**src/rtl/frame_config_writer.sv**
```systemverilog
// Frame configuration writer: takes a header plus one word per row from a valid/ready stream,
// drives the row FrameData buses, then pulses a single FrameStrobe bit for the addressed column.
module frame_config_writer #(
  parameter int NumColumns      = 4,
  parameter int NumRows         = 4,
  parameter int MaxFramesPerCol = 20,
  parameter int FrameBitsPerRow = 32,
  parameter int StrobeCycles    = 2
) (
  input  logic                                  UserCLK,
  input  logic                                  reset,
  input  logic                                  s_valid,
  output logic                                  s_ready,
  input  logic [FrameBitsPerRow-1:0]            s_data,
  output logic [NumRows*FrameBitsPerRow-1:0]    FrameData,
  output logic [NumColumns*MaxFramesPerCol-1:0] FrameStrobe,
  output logic                                  busy,
  output logic                                  err,
  input  logic                                  err_clear,
  output logic [15:0]                           frames_done
);

  localparam int RowW = (NumRows > 1) ? $clog2(NumRows) : 1;
  localparam int CntW = (StrobeCycles > 1) ? $clog2(StrobeCycles) : 1;
  localparam int NumStrobes = NumColumns * MaxFramesPerCol;

  typedef enum logic [2:0] {
    IDLE,
    LOAD,
    SETUP,
    STROBE,
    HOLD
  } state_t;

  state_t                                  state_q;
  logic [RowW-1:0]                         row_q;
  logic [7:0]                              col_q;
  logic [7:0]                              frm_q;
  logic                                    bad_q;
  logic [CntW-1:0]                         cnt_q;
  logic [NumRows-1:0][FrameBitsPerRow-1:0] data_q;
  logic [NumStrobes-1:0]                   strobe_q;
  logic                                    err_q;
  logic [15:0]                             done_q;

  logic                  accept;
  logic                  hdr_bad;
  logic [NumStrobes-1:0] strobe_sel;

  assign accept  = s_valid && s_ready;
  assign hdr_bad = ({1'b0, s_data[15:8]} >= 9'(NumColumns)) ||
                   ({1'b0, s_data[7:0]}  >= 9'(MaxFramesPerCol));

  // One-hot decode of the latched column/frame address into the flat strobe vector.
  generate
    for (genvar gi = 0; gi < NumColumns; gi++) begin : g_col
      for (genvar gj = 0; gj < MaxFramesPerCol; gj++) begin : g_frm
        assign strobe_sel[gi*MaxFramesPerCol + gj] = (col_q == 8'(gi)) && (frm_q == 8'(gj));
      end
    end
  endgenerate

  always_ff @(posedge UserCLK) begin
    if (reset) begin
      state_q  <= IDLE;
      row_q    <= '0;
      col_q    <= '0;
      frm_q    <= '0;
      bad_q    <= 1'b0;
      cnt_q    <= '0;
      data_q   <= '0;
      strobe_q <= '0;
      err_q    <= 1'b0;
      done_q   <= '0;
    end else begin
      if (err_clear) err_q <= 1'b0;
      case (state_q)
        IDLE: begin
          if (accept) begin
            col_q   <= s_data[15:8];
            frm_q   <= s_data[7:0];
            bad_q   <= hdr_bad;
            row_q   <= '0;
            state_q <= LOAD;
          end
        end
        LOAD: begin
          if (accept) begin
            // A bad frame still consumes its data words so the stream stays aligned.
            if (!bad_q) data_q[row_q] <= s_data;
            if (row_q == RowW'(NumRows - 1)) begin
              if (bad_q) begin
                err_q   <= 1'b1;
                state_q <= IDLE;
              end else begin
                state_q <= SETUP;
              end
            end else begin
              row_q <= row_q + 1'b1;
            end
          end
        end
        SETUP: begin
          strobe_q <= strobe_sel;
          cnt_q    <= '0;
          state_q  <= STROBE;
        end
        STROBE: begin
          if (cnt_q == CntW'(StrobeCycles - 1)) begin
            strobe_q <= '0;
            done_q   <= done_q + 16'd1;
            state_q  <= HOLD;
          end else begin
            cnt_q <= cnt_q + 1'b1;
          end
        end
        HOLD:    state_q <= IDLE;
        default: state_q <= IDLE;
      endcase
    end
  end

  assign s_ready     = (state_q == IDLE) || (state_q == LOAD);
  assign busy        = (state_q != IDLE);
  assign FrameData   = data_q;
  assign FrameStrobe = strobe_q;
  assign err         = err_q;
  assign frames_done = done_q;

endmodule
```
**config.mk**
```make
export PLATFORM = sky130hd
export DESIGN_NAME = frame_config_writer
export DESIGN_NICKNAME = d
export VERILOG_FILES = /design/src/rtl/frame_config_writer.sv
export SDC_FILE = /design/constraint.sdc
export NUM_CORES = 1
export LEC_CHECK = 0
export CORE_MARGIN = 5
export CORE_UTILIZATION = 52
export CTS_BUF_LIST = sky130_fd_sc_hd__clkbuf_2
export DETAILED_ROUTE_END_ITERATION = 8
export GPL_TIMING_DRIVEN = 0
export PLACE_DENSITY = 0.87
export SYNTH_ARGS = -nofsm -noshare
export SYNTH_HDL_FRONTEND = slang
export SYNTH_SLANG_ARGS = --single-unit
```
**constraint.sdc**
```tcl
create_clock -name UserCLK -period 3.86 [get_ports UserCLK]
set_clock_uncertainty 0.1 [all_clocks]
set_input_delay 0.772 -clock UserCLK [delete_from_list [all_inputs] [get_ports UserCLK]]
set_output_delay 0.772 -clock UserCLK [all_outputs]
set_load 0.01 [all_outputs]
```
* Word-level counts from Yosys, hierarchy flattened
Cells that the tools add are included.
** Storage, ports and cells
- Input bits :: 36
- Memory bits (read-only) :: 0
- Output and inout port bits :: 227
- Bits in registers :: 248
- Memory bits (writable) :: 0
- Bits in latches :: 0
- Memories kept :: 0
** Operators by class
- Magnitude comparators :: 4
- Add/sub/neg operators :: 3
- Bitwise operators :: 1
- Div/mod/pow operators :: 0
- Eq/ne operators :: 31
- Reduce and logical (&&, ||, !) cells :: 96
- Shift-type cells :: 0
- Muxes and demuxes :: 22
- $mul :: 0
** Operators with widths (number)
- 80-bit case mux with 2 select lines :: 1
- 128-bit bitwise mux :: 1
- 1-bit logical AND :: 82
- 80-bit two-way mux :: 1
- 32-bit demux with 2-bit select :: 1
- 8-bit by 4-bit equality test with 1-bit output (second input constant) :: 8
- 8-bit by 2-bit equality test with 1-bit output (second input constant) :: 4
- 8-bit by 3-bit equality test with 1-bit output (second input constant) :: 4
- 8-bit by 5-bit equality test with 1-bit output (second input constant) :: 4
- 32-bit two-way mux :: 1
- 16-bit by 1-bit adder with 16-bit output (second input constant) :: 1
- 8-bit by 1-bit equality test with 1-bit output (second input constant) :: 2
- 8-bit zero test :: 2
- 3-bit two-way mux :: 4
- 3-bit case mux with 4 select lines :: 1
- 2-bit != test (second input constant) :: 5
- 8-bit by 3-bit >= comparator with 1-bit output (second input constant) :: 1
- 8-bit by 5-bit >= comparator with 1-bit output (second input constant) :: 1
- 2-bit two-way mux :: 4
- 4-bit AND reduction :: 2
- 3-bit by 2-bit equality test with 1-bit output (second input constant) :: 2
- 1-bit two-way mux :: 6
- 2-bit AND reduction :: 3
- 2-bit case mux with 2 select lines :: 1
- 13 further kinds :: 15

* Logic depth before layout (Yosys ltp)
Gate-level depths: netlist of the first run.
- Depth after elaboration :: 5
- Gate-level depth with buffers :: 7

* Worst setup path before layout of the first run
OpenSTA, ideal clock, no wires.
- Kind :: in2reg
- Start point :: input s_valid
- End point :: register data_q, in the netlist FrameData[100]
- Library setup time :: 0.070 ns
- Required time :: 3.690 ns
- Arrival time :: 1.810 ns
- Path slack :: 1.880 ns
- Cell stages on the path :: 5
- Buffers on the path :: 1
- Cells stage by stage :: nand4bb_1 -> nor3b_1 -> clkbuf_1 -> nand2_1 -> a21oi_1
** Between the ends
- Cells in the longest elaborated chain, start to end :: 2
** Ends and longest elaborated chain
- start: declaration :: line 12 : input logic s_valid,
- 1-bit logical AND :: line 50 : assign accept = s_valid && s_ready;
- 3-bit AND reduction (no source line)
- end signal: indexed assignment :: line 90 : if (!bad_q) data_q[row_q] <= s_data;
- end: declaration :: line 41 : logic [NumRows-1:0][FrameBitsPerRow-1:0] data_q;
Every way passes these cells.
A chain may end at the register's enable or synchronous reset.

* Worst setup path in the final report of the first run
- Start point :: register state_q[1]
- End point :: output busy
** Between the ends
- Cells in the longest elaborated chain, start to end :: 1
** Ends and longest elaborated chain
- start: declaration :: line 35 : state_t state_q;
- start signal: assignment :: line 65 : state_q <= IDLE;
- start signal: assignment :: line 84 : state_q <= LOAD;
- start signal: assignment :: line 94 : state_q <= IDLE;
- 3-bit nonzero test :: line 124 : assign busy = (state_q != IDLE);
- end: declaration :: line 17 : output logic busy,
Every way passes these cells.

==> flow_summary.yaml, run 1 <==
die:
  die_w_um: 140
  core-area_um2: 16600
  die_y_um: 140
  die_area_um2: 19600
  start_util_pct: 53.1
  ios: 263
  num_rows: 47
placement:
  dp_hpwl_um: 20500
  routabilityCongestion: 0.903
  portBuffers: 262
  place_ws_ns: 0.523
finish:
  area_delta_synth_final_pct: 39.1
  final-seq-area_um2: 4960
  final_nets: 1369
  drive_gt1_share_pct: 7.41
  multiInputGateArea_um2: 3520
  fillers: 1270
flow_run:
  maxCapViolCount: 0
timing:
  report.final.slew_viol_count: 0
  tns_ns: 0
  post-route-period-util_pct: 83.2
  layout_setup_ws_ns: 0.647
  relSlewSlack_pct: 35.0
  rsz0062_at_grt: "false"
  hold_ws_ns: 0.358
  worst_slew_pin_slew_ns: 0.973
  final-hold-violation-count: 0
  finalSetupViolations: 0
  fmax_mhz: 311
  layout_min_cycle_time_ns: 3.21
global_route:
  track_usage_pct: 26.9
  grt_max_degree: 16
  grt_pass1_vias: 8220
  grt_antenna_before_repair: 1
  grt_pass1_wl_um: 43000
  grt-ovfl-total: 0
logic_synthesis:
  synth_commonest_cells: "nand2_1 (305), dfxtp_1 (248), a21oi_1 (155)"
  yosysMostFrequentCell: "nand2_1"
  ys_warn_count: 0
  postSynthCellCount: 1006
  yosys.cell_types.count: 47
  synth_area_leaders: "dfxtp_1 (56%), nand2_1 (13%), a21oi_1 (8.8%)"
  yosysTopAreaCell: "dfxtp_1"
  synthFlopType: "dfxtp_1"
  ys_seq_elements: 248
  syn_nets: 1047
  synthArstFlopShare_pct: 0
  synthesis.area_um2: 8800
  synth_seq_area_share_pct: 56.4
  synth_top_area_share_pct: 56.4
  synth_edf_count: 0
  synth.avg_cell_area_um2: 8.75
clock_tree:
  numCtsBuffers: 58
  holdBufCountCts: 0
  cts.root.buffer_cell: "clkbuf_2"
  cts_resized: 0
  clkTransAtPathRegs_ns: 0.10
  cts_setup_buffers: 0
  cts_buffer_depth: 3
  insertion_delay_ns: 0.88
  cts_tree: "built"
  cts.sinks: 248
  htree_levels: 2
drt:
  drtIter0Drc: 520
  wl_um: 27700
  dr_total_vias: 8499
  ant_nets: 0
  drt_drc_violations_left: 0
  first_pass_iters: 6
  via_per_inst: 5.32
  avgRoutedWirePerCell_um: 17.3
setup_path:
  slowest_delay_ns: 0.54
  critical_path.max_fanout: 10
  crit_slowest_cell: "clkdlybuf4s50_1"
  worst_ep_required_time_ns: 2.99
  cp.arrival_ns: 2.34
  reg2reg_setup_slack_ns: 1.34
  worstPathCellList: "clkbuf_1, nor3_1, inv_1, clkdlybuf4s50_1"
  worstSetupPathType: "reg2out"
  endpoint_kind: "primary output"
  startpoint_type: "flop"
  cp_num_buf_inv: 3
  critical_path.top_delay_family: "buffers and inverters"
power:
  power_leakage_nw: 4.28
  power_density_nw_per_um2: 372
  vdd_ir_drop_max_v: 0.000251
outcome:
  status: "complete, no violations"
hold_path:
  hold_class: "reg2reg"
## cell type report
cell class / count / area share (%)
inverter: 10 / 0.307
buffer: 68 / 2.26
antenna: 1 / 0.0204
timing repair buffer: 262 / 21.4
sequential: 248 / 40.5
multi-input combinational: 680 / 28.8
clock inverter: 31 / 1.25
clock buffer: 78 / 3.19
tap: 220 / 2.25
## per-layer routing
metal | share of wire (%) | track usage (%) | up-vias
met5 | 0 | 0 | -
li1 | - | - | 4112
met4 | 2.8 | 10.3 | 0
met2 | 49 | 46.8 | 374
met3 | 11 | 11.7 | 56
met1 | 37 | 29.0 | 3957
## worst paths after layout
| path | from | to | depth (start not counted) |
|---|---|---|---|
| max | state_q[1]$_SDFFE_PP0P_ | busy | 4 |
| min | FrameData[78]$_SDFFE_PP0P_ | FrameData[78]$_SDFFE_PP0P_ | 2 |
| max reg2reg | state_q[2]$_SDFFE_PP0P_ | FrameData[68]$_SDFFE_PP0P_ | 6 |
| min reg2reg | FrameData[78]$_SDFFE_PP0P_ | FrameData[78]$_SDFFE_PP0P_ | 2 |
## report_power, final
part	leakage, nW	internal, mW	switching, mW
logic	1.88	0.100	0.177
clock network	0.398	0.631	1.05
registers	2.00	2.58	0.0198
total	4.28	3.32	1.24
## through the flow
stage / std cells / total power, mW / util [%] / cell area [um^2]
after detailed placement: 1488 / 2.94 / 70.5 / 11700
final: 1598 / 4.56 / 73.8 / 12200
after global placement: 1488 / 2.93 / 70.5 / 11700
after floorplan: 1006 / 2.79 / - / 8800
after global routing: 1598 / 4.76 / 73.8 / 12200
after CTS: 1597 / 4.58 / 73.8 / 12200
## logic make-up after synthesis
family          share of synthesized area [%]
flops                                    56.4
compound gates                           18.2
mux                                     0.128
buf+inv                                  3.57
fa+ha+maj                               0.711
xor+xnor                                0.896
simple gates                             20.1
## layout by cell type (no fill, tap or decap), types with 2 or more instances in the layout
cell type          n
nand4_1            7
nand3b_1           7
nor3b_1            6
inv_1             10
and2_1             3
a22o_1            61
clkbuf_1          58
or3_1              2
xor2_1             3
nor2_1            34
buf_4              4
a21oi_1          155
nor4_1             6
clkinv_1          23
nand2b_1           2
clkbuf_2          78
or4_1              3
o21ai_0            4
nor3_1             9
nor2b_1            4
buf_2              5
clkdlybuf4s50_1  262
nand3_1           13
dfxtp_1          248
o2bb2ai_1         20
nand2_1          305
clkinv_2           5
xnor2_1            6
and3_1             4
ha_1               5
a2111oi_0          2
## sequential cells by signal, indices dropped and copies added, names as in the netlist
signal / cells
row_q: 2
frames_done: 16
col_q: 8
err: 1
cnt_q: 1
state_q: 3
FrameData: 128
frm_q: 8
bad_q: 1
FrameStrobe: 80
## tightest hold or removal path: cells and delay by family, from the launching register on
family	cells	cell delay [ns]
flip-flops	1	0.32
AO/OA/AOI/OAI	1	0.05
AND/OR/NAND/NOR	1	0.05
(Power assumes the default switching activity.)
==> run 2: changes to the inputs <==
--- a/config.mk
+++ b/config.mk
@@ -6,11 +6,11 @@
 export NUM_CORES = 1
 export LEC_CHECK = 0
 export CORE_MARGIN = 5
-export CORE_UTILIZATION = 52
+export CORE_UTILIZATION = 44
 export CTS_BUF_LIST = sky130_fd_sc_hd__clkbuf_2
 export DETAILED_ROUTE_END_ITERATION = 8
 export GPL_TIMING_DRIVEN = 0
-export PLACE_DENSITY = 0.87
+export PLACE_DENSITY = 0.78
 export SYNTH_ARGS = -nofsm -noshare
 export SYNTH_HDL_FRONTEND = slang
 export SYNTH_SLANG_ARGS = --single-unit
==> constraint.sdc (replaced) <==
create_clock -name UserCLK -period 2.65 [get_ports UserCLK]
set_clock_uncertainty 0.1 [all_clocks]
set_input_delay 0.53 -clock UserCLK [delete_from_list [all_inputs] [get_ports UserCLK]]
set_output_delay 0.53 -clock UserCLK [all_outputs]
set_load 0.01 [all_outputs]
==> run 2 against run 1 <==
  * Global-route usage down 2.9 points
  * Die area up 17%
  * Non-clock buffer count unchanged
  * Critical path depth unchanged
  * Total power up 43%
  * First-iteration DRC count down 20%
  * Critical path type unchanged
  * Largest cell class unchanged
  * Largest power group unchanged
==> flow_summary.yaml, run 2 (synthesis results as in run 1) <==
outcome:
  status: "complete, no violations"
global_route:
  grt_pass1_wl_um: 43500
  track_usage_pct: 24.0
  grt_max_degree: 17
  grt_pass1_vias: 8170
  grt_antenna_before_repair: 1
  grt-ovfl-total: 0
power:
  power_leakage_nw: 4.29
  internal_power_mw: 4.78
  p_comb_share_pct: 6.3
  vdd_ir_drop_max_v: 0.000368
  p_seq_share_pct: 58.0
  power_density_nw_per_um2: 533
  pwr-share-clk_pct: 35.7
  p_sw_mw: 1.76
  swShare_pct: 26.9
setup_path:
  cp.arrival_ns: 1.87
  endpoint_kind: "primary output"
  cp_num_buf_inv: 3
  critical_path.max_fanout: 10
  worst-r2r-cell-count: 5
  crit_cells: 4
  startpoint_type: "flop"
  slowest_delay_ns: 0.36
  worstPathCellList: "buf_4, nor3_4, inv_1, dlygate4sd2_1"
  worstSetupPathType: "reg2out"
  worst_ep_required_time_ns: 2.02
  critical_path.top_delay_family: "buffers and inverters"
  crit_slowest_cell: "dfxtp_2"
finish:
  area_delta_synth_final_pct: 39.5
  drive_gt1_share_pct: 8.48
  final_cell_mix: "nand2_1 (305), clkdlybuf4s50_1 (260), dfxtp_1 (246)"
  fillers: 1715
  final_nets: 1371
  layout_commonest_cell: "nand2_1"
  multiInputGateArea_um2: 3540
  final-seq-area_um2: 4970
  post-route-util_pct: 62.7
  largest_reg_flops: 128
clock_tree:
  clkTransAtPathRegs_ns: 0.12
  htree_levels: 2
  insertion_delay_ns: 0.83
  cts_tree: "built"
  cts.root.buffer_cell: "clkbuf_2"
  numCtsBuffers: 60
  cts.sinks: 248
  cts_buffer_depth: 3
timing:
  relSlewSlack_pct: 39.9
  report.final.slew_viol_count: 0
  finalSetupViolations: 0
  hold_ws_ns: 0.255
  final-hold-violation-count: 0
  post-route-period-util_pct: 94.2
  fmax_mhz: 401
  layout_min_cycle_time_ns: 2.50
  layout_setup_ws_ns: 0.155
  worst_slew_pin_slew_ns: 0.899
placement:
  dp_hpwl_um: 21000
  routabilityCongestion: 0.868
  portBuffers: 262
  place_ws_ns: -0.592
drt:
  avgRoutedWirePerCell_um: 17.5
  first_pass_iters: 5
  drt_drc_violations_left: 0
  via_per_inst: 5.15
  dr_total_vias: 8415
  ant_nets: 0
  drtIter0Drc: 416
  wl_um: 28500
die:
  ios: 263
  die_area_um2: 22900
  die_w_um: 151
  die_y_um: 151
  start_util_pct: 44.9
  core-area_um2: 19600
  num_rows: 51
hold_path:
  hold_depth: 3
  hold_class: "in2reg"
flow_run:
  maxCapViolCount: 0
run 2: power groups by stage:
stage	clock (mW)	combinational (mW)	sequential, mW
6_report	2.34	0.409	3.80
5_1_grt	2.62	0.443	3.80
4_1_cts	2.39	0.407	3.79
3_5_place_dp	0	0.404	3.88
3_3_place_gp	0	0.400	3.88
2_1_floorplan	0	0.173	3.88
run 2: path summary, 6_finish.rpt:
check	from	end	slack, ns
max	state_q[1]$_SDFFE_PP0P_	busy	0.15
min	s_data[31]	FrameData[63]$_SDFFE_PP0P_	0.26
max reg2reg	state_q[2]$_SDFFE_PP0P_	FrameData[56]$_SDFFE_PP0P_	0.20
min reg2reg	FrameData[34]$_SDFFE_PP0P_	FrameData[34]$_SDFFE_PP0P_	0.36
run 2: area by class of cell:
| type | instances | area share [%] |
|---|---|---|
| Sequential cell | 248 | 40.5 |
| Timing Repair Buffer | 263 | 21.4 |
| Clock inverter | 14 | 0.510 |
| Clock buffer | 86 | 3.51 |
| Antenna cell | 1 | 0.0204 |
| Multi-Input combinational cell | 680 | 28.8 |
| Inverter | 10 | 0.306 |
| Buffer | 67 | 2.28 |
| Tap cell | 265 | 2.70 |
run 2: layer usage:
layer | track usage, % | vias up | wire [um]
met5 | 0 | - | 0
met4 | 7.25 | 0 | 540
met3 | 10.3 | 51 | 3330
met2 | 40.4 | 370 | 13600
met1 | 27.7 | 3879 | 11100
li1 | - | 4115 | -
run 2: timing repair:
action / 4_1_cts / 5_1_grt
hold endpoints to repair: 0 / 0
setup endpoints to repair: 3 / 22
hold buffers: 0 / 0
pin swaps: 0 / 1
setup buffers: 0 / 1
gates resized for setup: 9 / 3
run 2: worst min-delay path: stages:
cell and delay [ns]:
clkdlybuf4s50_1 0.47, nand2_1 0.09, a21oi_1 0.05
run 2: per-stage QoR:
step | cells | instance area [um^2] | setup TNS (ns) | power (mW)
2_1_floorplan | 1006 | 8800 | 0 | 4.06
3_3_place_gp | 1533 | 11800 | -45.05 | 4.28
3_5_place_dp | 1533 | 11800 | -54.18 | 4.28
4_1_cts | 1632 | 12300 | 0 | 6.59
5_1_grt | 1634 | 12300 | -0.00543 | 6.87
6_report | 1634 | 12300 | 0 | 6.54
==> run 3: changes to the inputs <==
--- a/config.mk
+++ b/config.mk
@@ -6,11 +6,11 @@
 export NUM_CORES = 1
 export LEC_CHECK = 0
 export CORE_MARGIN = 5
-export CORE_UTILIZATION = 44
+export CORE_UTILIZATION = 40
 export CTS_BUF_LIST = sky130_fd_sc_hd__clkbuf_2
 export DETAILED_ROUTE_END_ITERATION = 8
 export GPL_TIMING_DRIVEN = 0
-export PLACE_DENSITY = 0.78
+export PLACE_DENSITY = 0.72
 export SYNTH_ARGS = -nofsm -noshare
 export SYNTH_HDL_FRONTEND = slang
 export SYNTH_SLANG_ARGS = --single-unit
==> run 3 against run 2 <==
  * Hold slack gained 0.0018 ns
  * Maximum frequency shrank 1.6%
  * Final cell count grew 0.98%
  * Wire length grew 0.77%
  * Die area grew 9.3%
==> flow_summary.yaml, run 3 (synthesis results as in run 1) <==
finish:
  final_cell_mix: "nand2_1 (305), clkdlybuf4s50_1 (260), dfxtp_1 (246)"
  final_nets: 1371
  area_delta_synth_final_pct: 40.0
  largest_reg_flops: 128
  fillers: 2024
  drive_gt1_share_pct: 7.96
  layout_commonest_cell: "nand2_1"
  multiInputGateArea_um2: 3530
  design_area_um2: 12300
  final-seq-area_um2: 4970
power:
  power_density_nw_per_um2: 536
  power_leakage_nw: 4.29
  power_mw: 6.61
  vdd_ir_drop_max_v: 0.000397
global_route:
  grt-ovfl-total: 0
  track_usage_pct: 22.1
  grt_pass1_wl_um: 44000
  grt_pass1_vias: 7997
  grt_antenna_before_repair: 1
  grt_max_degree: 17
setup_path:
  slowest_delay_ns: 0.94
  worstPathCellList: "nand4bb_1, nor3b_1, clkbuf_1, nand2_1, a21oi_1"
  endpoint_kind: "flop"
  worst_ep_required_time_ns: 3.29
  critical_path.max_fanout: 11
  worst-r2r-cell-count: 5
  worstSetupPathType: "reg2reg"
  crit_slowest_cell: "nor3b_1"
  reg2reg_setup_slack_ns: 0.11
  cp.arrival_ns: 3.17
  reg2reg_to: "FrameData[66]$_SDFFE_PP0P_"
  startpoint_type: "flop"
  r2r-start: "state_q[2]$_SDFFE_PP0P_"
timing:
  report.final.slew_viol_count: 0
  hold_ws_ns: 0.257
  finalSetupViolations: 0
  post-route-period-util_pct: 95.7
  final-hold-violation-count: 0
  fmax_mhz: 394
  tns_ns: 0
  worst_slew_pin_slew_ns: 1.08
  layout_min_cycle_time_ns: 2.54
  layout_setup_ws_ns: 0.114
  relSlewSlack_pct: 27.7
hold_path:
  min_from: "s_data[23]"
  hold_depth: 3
  hold_class: "in2reg"
  min_to: "FrameData[87]$_SDFFE_PP0P_"
clock_tree:
  cts.sinks: 248
  cts_tree: "built"
  cts.root.buffer_cell: "clkbuf_2"
  clkTransAtPathRegs_ns: 0.12
  holdBufCountCts: 0
  htree_levels: 2
  insertion_delay_ns: 0.85
  cts_buffer_depth: 3
  numCtsBuffers: 60
drt:
  drtIter0Drc: 391
  ant_nets: 0
  wl_um: 28800
  dr_total_vias: 8370
  avgRoutedWirePerCell_um: 17.4
  first_pass_iters: 4
  via_per_inst: 5.07
  drt_drc_violations_left: 0
die:
  ios: 263
  core-area_um2: 21800
  die_w_um: 158
  start_util_pct: 40.5
  num_rows: 54
  die_y_um: 158
  die_area_um2: 25100
outcome:
  status: "complete, no violations"
placement:
  routabilityCongestion: 0.849
  portBuffers: 262
  postPlaceCellArea_um2: 11800
  dp_hpwl_um: 21000
  place_ws_ns: -0.547
flow_run:
  maxCapViolCount: 0
==> run 3: worst max-delay path by stage <==
| stage | startpoint | endpoint | cells past startpoint |
|---|---|---|---|
| after global placement | s_valid | FrameData[82]$_SDFFE_PP0P_ | 6 |
| after global routing | state_q[1]$_SDFFE_PP0P_ | busy | 4 |
| final | state_q[2]$_SDFFE_PP0P_ | FrameData[66]$_SDFFE_PP0P_ | 5 |
| after floorplan | frames_done[0]$_SDFFE_PP0P_ | frames_done[14]$_SDFFE_PP0P_ | 6 |
| after CTS | state_q[0]$_SDFFE_PP0P_ | busy | 4 |
| after detailed placement | s_valid | FrameData[66]$_SDFFE_PP0P_ | 6 |
==> run 3: layout make-up <==
class	count	share of cell area [%]
multi-input cells	680	28.7
diodes	1	0.0203
plain buffers	67	2.33
flip-flops and latches	248	40.3
repair buffers	263	21.3
clock buffers	82	3.33
well taps	280	2.84
clock inverters	19	0.843
inverters	10	0.305
==> run 3: worst max-delay path: cells and delay by family (launching register included) <==
family	cells	cell delay, ns
simple gates	3	1.38
buf+inv	1	0.43
flops	1	0.42
compound gates	1	0.16
==> run 3: layer usage <==
layer  track usage, %  vias to the layer above  wire [um]
met5                0                        -          0
met4             6.34                        0        536
met3             8.83                       45       3060
met2             35.6                      327      13400
met1             27.6                     3883      11800
li1                 -                     4115          -
==> run 3: repair_timing <==
action / CTS / global route
pin swaps: 0 / 1
gates resized for setup: 11 / 1
buffers inserted: 0 / 1
setup endpoints to repair: 2 / 1
==> run 3: report_power, final <==
part / leakage [nW] / switching [mW] / internal, mW
clock: 0.389 / 1.47 / 0.931
sequential: 2.00 / 0.0298 / 3.76
combinational: 1.89 / 0.264 / 0.148
==> run 3: per-stage QoR <==
stage / util [%] / cells
2_1_floorplan: - / 1006
3_3_place_gp: 54.1 / 1548
3_5_place_dp: 54.1 / 1548
4_1_cts: 56.6 / 1648
5_1_grt: 56.6 / 1650
6_report: 56.6 / 1650
